`config.mk`:
```
export PLATFORM = sky130hd
export DESIGN_NAME = i2s_capture_ctrl
export DESIGN_NICKNAME = d
export VERILOG_FILES = /design/src/rtl/i2s_capture_ctrl.sv
export SDC_FILE = /design/constraint.sdc
export NUM_CORES = 1
export LEC_CHECK = 0
export BUFFER_PORTS_ARGS = -buffer_cell sky130_fd_sc_hd__clkbuf_2
export CAP_MARGIN = 20
export CELL_PAD_IN_SITES_DETAIL_PLACEMENT = 0
export CELL_PAD_IN_SITES_GLOBAL_PLACEMENT = 2
export CORE_MARGIN = 2
export CORE_UTILIZATION = 28
export DETAILED_ROUTE_END_ITERATION = 10
export PLACE_DENSITY = 0.89
export SLEW_MARGIN = 10
export SYNTH_ARGS = -nofsm -noshare
export SYNTH_HDL_FRONTEND = slang
export SYNTH_SLANG_ARGS = --single-unit
```
`constraint.sdc`:
```
create_clock -name clk_i -period 2.5 [get_ports clk_i]
set_clock_uncertainty 0.2 [all_clocks]
set_input_delay 0.25 -clock clk_i [delete_from_list [all_inputs] [get_ports clk_i]]
set_output_delay 0.25 -clock clk_i [all_outputs]
set_load 0.01 [all_outputs]
```
`src/rtl/i2s_capture_ctrl.sv`:
```
// -----------------------------------------------------------------------------
// i2s_capture_ctrl
//
// Masters the microphone I2S link and fills the FFT input frame buffer.
// A free-running divider produces bck_o / lrck_o from reset release onward.
// Once per frame a capture strobe fires two BCK periods into the right
// half-frame. When capturing, the strobe writes the receiver's left-channel word
// into the frame buffer. After FFT_N samples the frame is handed to the FFT
// through a ready/start handshake. The block then either stops (one-shot) or
// resumes capture at address 0 (continuous).
//
// Ports
//   clk_i        system clock
//   rst_i        synchronous, active-high reset
//   start_i      1-cycle request to begin capture (ignored unless idle)
//   cont_i       1 = restart capture after each handoff (sampled at handoff)
//   bck_o        I2S bit clock
//   lrck_o       I2S word select, 0 = left half-frame
//   sample_i     left-channel word from the I2S receiver
//   wr_en_o      frame buffer write strobe
//   wr_addr_o    frame buffer write address
//   wr_data_o    frame buffer write data
//   fft_ready_i  FFT can accept a new frame
//   fft_start_o  1-cycle pulse: frame buffer complete
//   busy_o       controller not idle
//   done_o       1-cycle pulse, coincident with fft_start_o
//   overrun_o    sticky: a sample was dropped while waiting in handoff
//
// Build option
//   I2S_WARMUP_EN  when defined, SYNC discards WARMUP_FRAMES whole frames
//                  after start_i before capture begins (mic power-up).
// -----------------------------------------------------------------------------
module i2s_capture_ctrl #(
  parameter int CLK_DIV       = 4,
  parameter int FRAME_RES     = 32,
  parameter int DATA_RES      = 24,
  parameter int FFT_N         = 256,
  parameter int ADDR_W        = 8,
  parameter int WARMUP_FRAMES = 16
) (
  input  logic                clk_i,
  input  logic                rst_i,
  input  logic                start_i,
  input  logic                cont_i,
  output logic                bck_o,
  output logic                lrck_o,
  input  logic [DATA_RES-1:0] sample_i,
  output logic                wr_en_o,
  output logic [ADDR_W-1:0]   wr_addr_o,
  output logic [DATA_RES-1:0] wr_data_o,
  input  logic                fft_ready_i,
  output logic                fft_start_o,
  output logic                busy_o,
  output logic                done_o,
  output logic                overrun_o
);

`ifdef I2S_WARMUP_EN
  localparam int WARM_LIMIT = WARMUP_FRAMES;
`else
  // Warm-up disabled: SYNC leaves on the first frame boundary.
  localparam int WARM_LIMIT = 0 * WARMUP_FRAMES;
`endif

  localparam int DIV_W  = $clog2(CLK_DIV);
  localparam int BIT_W  = $clog2(2 * FRAME_RES);
  localparam int WARM_W = (WARM_LIMIT > 0) ? $clog2(WARM_LIMIT + 1) : 1;

  localparam logic [DIV_W-1:0]  DIV_LAST  = DIV_W'(CLK_DIV - 1);
  localparam logic [BIT_W-1:0]  BIT_LAST  = BIT_W'(2 * FRAME_RES - 1);
  localparam logic [BIT_W-1:0]  BIT_HALF  = BIT_W'(FRAME_RES);
  // Value of bit_cnt just before the falling edge that makes it FRAME_RES+2.
  localparam logic [BIT_W-1:0]  CAP_PRE   = BIT_W'(FRAME_RES + 1);
  localparam logic [ADDR_W-1:0] ADDR_LAST = ADDR_W'(FFT_N - 1);
  localparam logic [WARM_W-1:0] WARM_LAST = WARM_W'(WARM_LIMIT);

  typedef enum logic [1:0] {
    S_IDLE,
    S_SYNC,
    S_CAPTURE,
    S_HANDOFF
  } state_e;

  // ---------------------------------------------------------------------------
  // I2S clock generation (free running, independent of the FSM)
  // ---------------------------------------------------------------------------
  logic [DIV_W-1:0] div_cnt_q, div_cnt_d;
  logic [BIT_W-1:0] bit_cnt_q, bit_cnt_d;
  logic             bck_q, bck_d;
  logic             lrck_q, lrck_d;
  logic             div_tc;
  logic             bck_fall;
  logic             frame_wrap;
  logic             cap;

  assign div_tc     = (div_cnt_q == DIV_LAST);
  assign bck_fall   = div_tc & bck_q;
  assign frame_wrap = bck_fall & (bit_cnt_q == BIT_LAST);
  // Fires on the clk edge that moves bit_cnt to FRAME_RES+2, giving the
  // receiver two BCK periods to settle its left-channel word.
  assign cap        = bck_fall & (bit_cnt_q == CAP_PRE);

  // NOTE: every signal written in an always_comb block gets a default at the
  // top, so no path can leave it unassigned and infer a latch.
  always_comb begin
    div_cnt_d = div_cnt_q + 1'b1;
    bck_d     = bck_q;
    bit_cnt_d = bit_cnt_q;
    if (div_tc) begin
      div_cnt_d = '0;
      bck_d     = ~bck_q;
    end
    if (bck_fall) begin
      bit_cnt_d = (bit_cnt_q == BIT_LAST) ? '0 : bit_cnt_q + 1'b1;
    end
    // Derived from the next bit count so lrck changes on the same edge.
    lrck_d = (bit_cnt_d >= BIT_HALF);
  end

  // NOTE: sequential state uses non-blocking assignments so every register
  // samples pre-edge values regardless of statement order.
  always_ff @(posedge clk_i) begin
    if (rst_i) begin
      div_cnt_q <= '0;
      bit_cnt_q <= '0;
      bck_q     <= 1'b0;
      lrck_q    <= 1'b0;
    end else begin
      div_cnt_q <= div_cnt_d;
      bit_cnt_q <= bit_cnt_d;
      bck_q     <= bck_d;
      lrck_q    <= lrck_d;
    end
  end

  // ---------------------------------------------------------------------------
  // Capture FSM
  // ---------------------------------------------------------------------------
  state_e              state_q, state_d;
  logic [ADDR_W-1:0]   addr_q, addr_d;
  logic [WARM_W-1:0]   warm_cnt_q, warm_cnt_d;
  logic                overrun_q, overrun_d;
  logic                wr_en_q, wr_en_d;
  logic [ADDR_W-1:0]   wr_addr_q, wr_addr_d;
  logic [DATA_RES-1:0] wr_data_q, wr_data_d;
  logic                fft_start_q, fft_start_d;
  logic                busy_q;

  always_comb begin
    state_d     = state_q;
    addr_d      = addr_q;
    warm_cnt_d  = warm_cnt_q;
    overrun_d   = overrun_q;
    wr_en_d     = 1'b0;
    wr_addr_d   = wr_addr_q;
    wr_data_d   = wr_data_q;
    fft_start_d = 1'b0;

    unique case (state_q)
      S_IDLE: begin
        if (start_i) begin
          state_d    = S_SYNC;
          overrun_d  = 1'b0;
          addr_d     = '0;
          warm_cnt_d = '0;
        end
      end

      S_SYNC: begin
        // The first wrap aligns to a frame boundary; any further wraps
        // counted here are discarded warm-up frames.
        if (frame_wrap) begin
          if (warm_cnt_q == WARM_LAST) begin
            state_d = S_CAPTURE;
          end else begin
            warm_cnt_d = warm_cnt_q + 1'b1;
          end
        end
      end

      S_CAPTURE: begin
        if (cap) begin
          wr_en_d   = 1'b1;
          wr_addr_d = addr_q;
          wr_data_d = sample_i;
          addr_d    = addr_q + 1'b1;
          if (addr_q == ADDR_LAST) begin
            state_d = S_HANDOFF;
          end
        end
      end

      S_HANDOFF: begin
        // No buffer slot is free until the FFT takes the frame, so a sample
        // arriving now is lost.
        if (cap) begin
          overrun_d = 1'b1;
        end
        if (fft_ready_i) begin
          fft_start_d = 1'b1;
          addr_d      = '0;
          state_d     = cont_i ? S_CAPTURE : S_IDLE;
        end
      end

      default: state_d = S_IDLE;
    endcase
  end

  always_ff @(posedge clk_i) begin
    if (rst_i) begin
      state_q     <= S_IDLE;
      addr_q      <= '0;
      warm_cnt_q  <= '0;
      overrun_q   <= 1'b0;
      wr_en_q     <= 1'b0;
      wr_addr_q   <= '0;
      wr_data_q   <= '0;
      fft_start_q <= 1'b0;
      busy_q      <= 1'b0;
    end else begin
      state_q     <= state_d;
      addr_q      <= addr_d;
      warm_cnt_q  <= warm_cnt_d;
      overrun_q   <= overrun_d;
      wr_en_q     <= wr_en_d;
      wr_addr_q   <= wr_addr_d;
      wr_data_q   <= wr_data_d;
      fft_start_q <= fft_start_d;
      busy_q      <= (state_d != S_IDLE);
    end
  end

  assign bck_o       = bck_q;
  assign lrck_o      = lrck_q;
  assign wr_en_o     = wr_en_q;
  assign wr_addr_o   = wr_addr_q;
  assign wr_data_o   = wr_data_q;
  assign fft_start_o = fft_start_q;
  assign done_o      = fft_start_q;
  assign busy_o      = busy_q;
  assign overrun_o   = overrun_q;

endmodule

```
==> run metrics <==
relative slew slack=71.8%; GP Congestion=0.714; crit-path max FO=28; Max-cap violations=0; clk buf depth=2; Mapped Area=2140 sq um; DIE AREA=8380 sq um; Comb power frac=6.2%; Clk pin slew, worst setup/hold paths=100 ps; vias in the first global route=1,912; CTS tree=yes; CTS root buf=clkbuf_8; period utilization=86.9%; Slew Limit Fails=0; Worst-Margin Slew=423 ps; required time of the critical path=2540 ps; GR Overflow Total=0; via-per-instance ratio=4.48; Switching Fraction=22.9%; first-pass GRT wire length=8.29 mm; die width=91.5 microns; P_sw=0.338 mW; CP arrival=2220 ps; Post-synth top flop=dfxtp_1; drt drc=0; Hold Crit Class=in2reg; yosys warns=0; sequential share of power=60.3%; Post-synth EDFFs=0; post-synthesis mux area share=0%; total wire length=4.96 mm; FILL cells=790; Non-Filler Instances=444; placed cell count=411; post-DP HPWL=3.37 mm; routed via count=1,989; CTS buffer count=5; Final min period=2170 ps; IO Pins=68; RSZ-0062 raised after global routing=no; Int Pwr=1.14 mW; Final Hold Violating Endpoints=0; # setup viols final=0; Post-Place Cell Area=2560 sq um; Mapped Nets=290; WS Path Type=reg2reg; I/O Buffers=67; Hold WS=49.3 ps; Mapped Cells=257; Tot Pwr=1.48 mW; clock share of power=33.6%; main combinational cell family by area after synthesis=simple AND/OR/NAND/NOR gates; area delta synth->final=35.3%; core area=7330 sq um; post-synth top area share=51.3%; startpoint types=flop; Finished Core Util=39.6%; setup slack at placement=314 ps; antenna violations before repair=0; register bit total from synthesis=55; Post-synth ARST share=0%; nets@finish=377; Pleak=1.15 nW; Seq/Total Area, Yosys=51.3%; Synth area leaders=dfxtp_1 (51%), nand2_1 (12%), a21oi_1 (9.6%), nor2_1 (2.5%), xor2_1 (2.5%); CTS H-tree lvls=2; status=complete, no violations; post-CTS resize count=0; setup_tns=0 ps; WL per Instance=11.2 microns; synth unique cells=33; Avg Inst Size Synth=8.34 sq um; 1st-iter DRT viols=67; Worst path max stage delay=580 ps; GRT Resource Usage Total=12.0%; Final WS setup=327 ps; DRT Pass-1 Iters=4; Clock Sinks=55; largest area contributor in the netlist=dfxtp_1; crit-path cells=ha_1, and4b_4, nand3_4, or4_1, a21oi_1; FMAX=0.460 GHz; Post-Synth Simple-Gate Area=25.9%; share of layout cells above drive strength 1=24.1%; PwrDens=509 nW/um^2; Die H=91.5 microns; design area=2900 sq um; Post-DRT Antenna Nets=0; Worst VDD drop=232 uV; ANT cells=0; Initial Util=29.3%; CP endpoint kind=flop; worst skew pair latency=310 ps; largest net degree at the start of global routing=29; worst-path cell with the longest stage delay=or4_1; adder-cell share of the synthesized area=2.33%; Compound-Gate Fraction of Synth Area=13.1%; XOR/XNOR share of the synthesized area=3.27%; Cell Rows=31
==> cell usage in the layout, fill, tap and decap left out, drive strengths merged <==
cell type / n
and3: 3
o31a: 1
ha: 4
o31ai: 3
nand2: 71
nor2: 14
nand2b: 2
or4: 2
a31oi: 1
dfxtp: 55
o21ai: 3
o21a: 2
or3b: 1
clkbuf: 73
xnor2: 2
nor3b: 2
xor2: 6
or3: 1
nand3: 9
buf: 4
a211oi: 1
or2: 1
and4b: 1
nand4: 6
and4: 1
and2b: 1
nor3: 2
clkinv: 2
inv: 4
a21oi: 41
and2: 1
dlygate4sd3: 25
==> layout make-up <==
type                       count  area [sq um]  area share, %
clock inverter                 2          17.5          0.604
inverter                       4          15.0          0.517
multi-input combinational    182           956           32.9
timing repair buffer          96           616           21.2
tap                           99           124           4.27
sequential                    55          1100           37.9
clock buffer                   6          72.6           2.50
==> what timing repair did <==
action	4_1_cts	5_1_grt
buffers inserted	0	0
hold buffers	25	0
hold endpoints to repair	25	0
setup endpoints to repair	0	0
==> worst paths after layout <==
kind | startpoint | end | slack (ps) | cells after the start
worst min register to register | div_cnt_q[0] | div_cnt_q[0] | 230 | 1
worst max register to register | div_cnt_q[0] | addr_q[5] | 330 | 5
worst max-delay path | div_cnt_q[0] | addr_q[5] | 330 | 5
worst min-delay path | fft_ready_i | done_o | 50 | 3
==> Yosys cell counts (all sizes together) (2+ instances only) <==
cell / count
a21oi: 41
and3: 3
buf: 8
clkbuf: 8
dfxtp: 55
ha: 4
inv: 4
nand2: 71
nand2b: 2
nand3: 9
nand4: 6
nor2: 14
nor3: 2
nor3b: 2
o21a: 2
o21ai: 3
o31ai: 3
or4: 2
xnor2: 2
xor2: 6
==> cells by family after synthesis <==
family	after synthesis
simple gates	118
buf+inv	20
compound gates	52
xor+xnor	8
fa+ha+maj	4
flops	55
==> metal layers <==
layer | track usage [%] | vias to the layer above | wire (microns)
met4 | 4.92 | 0 | 82
li1 | - | 1030 | -
met1 | 13.0 | 921 | 2120
met2 | 22.6 | 31 | 2560
met5 | 0 | - | 0
met3 | 2.24 | 7 | 184
==> sequential cells by signal, summed over array words and instances, names as in the netlist, named ones only <==
name,count
addr_q,8
bit_cnt_q,2
done_o,1
wr_addr_o,8
busy_o,1
bck_o,1
wr_data_o,24
wr_en_o,1
overrun_o,1
div_cnt_q,2
state_q,2
==> worst max-delay path, delay by kind of cell, from the launching register on <==
kind / cells / cell delay, ps
adders and majority gates: 1 / 270
DFF: 1 / 350
and+or+nand+nor: 3 / 1150
AOI/OAI and AO/OA: 1 / 140
==> power groups by stage <==
stage               clock, mW  sequential [mW]  combinational (mW)
floorplan                   0            0.909              0.0304
global placement            0            0.910              0.0614
detailed placement          0            0.910              0.0619
CTS                     0.517            0.890              0.0929
global route            0.554            0.892               0.102
finish                  0.496            0.890              0.0913
No activity file was read; power rests on OpenSTA's default activity.
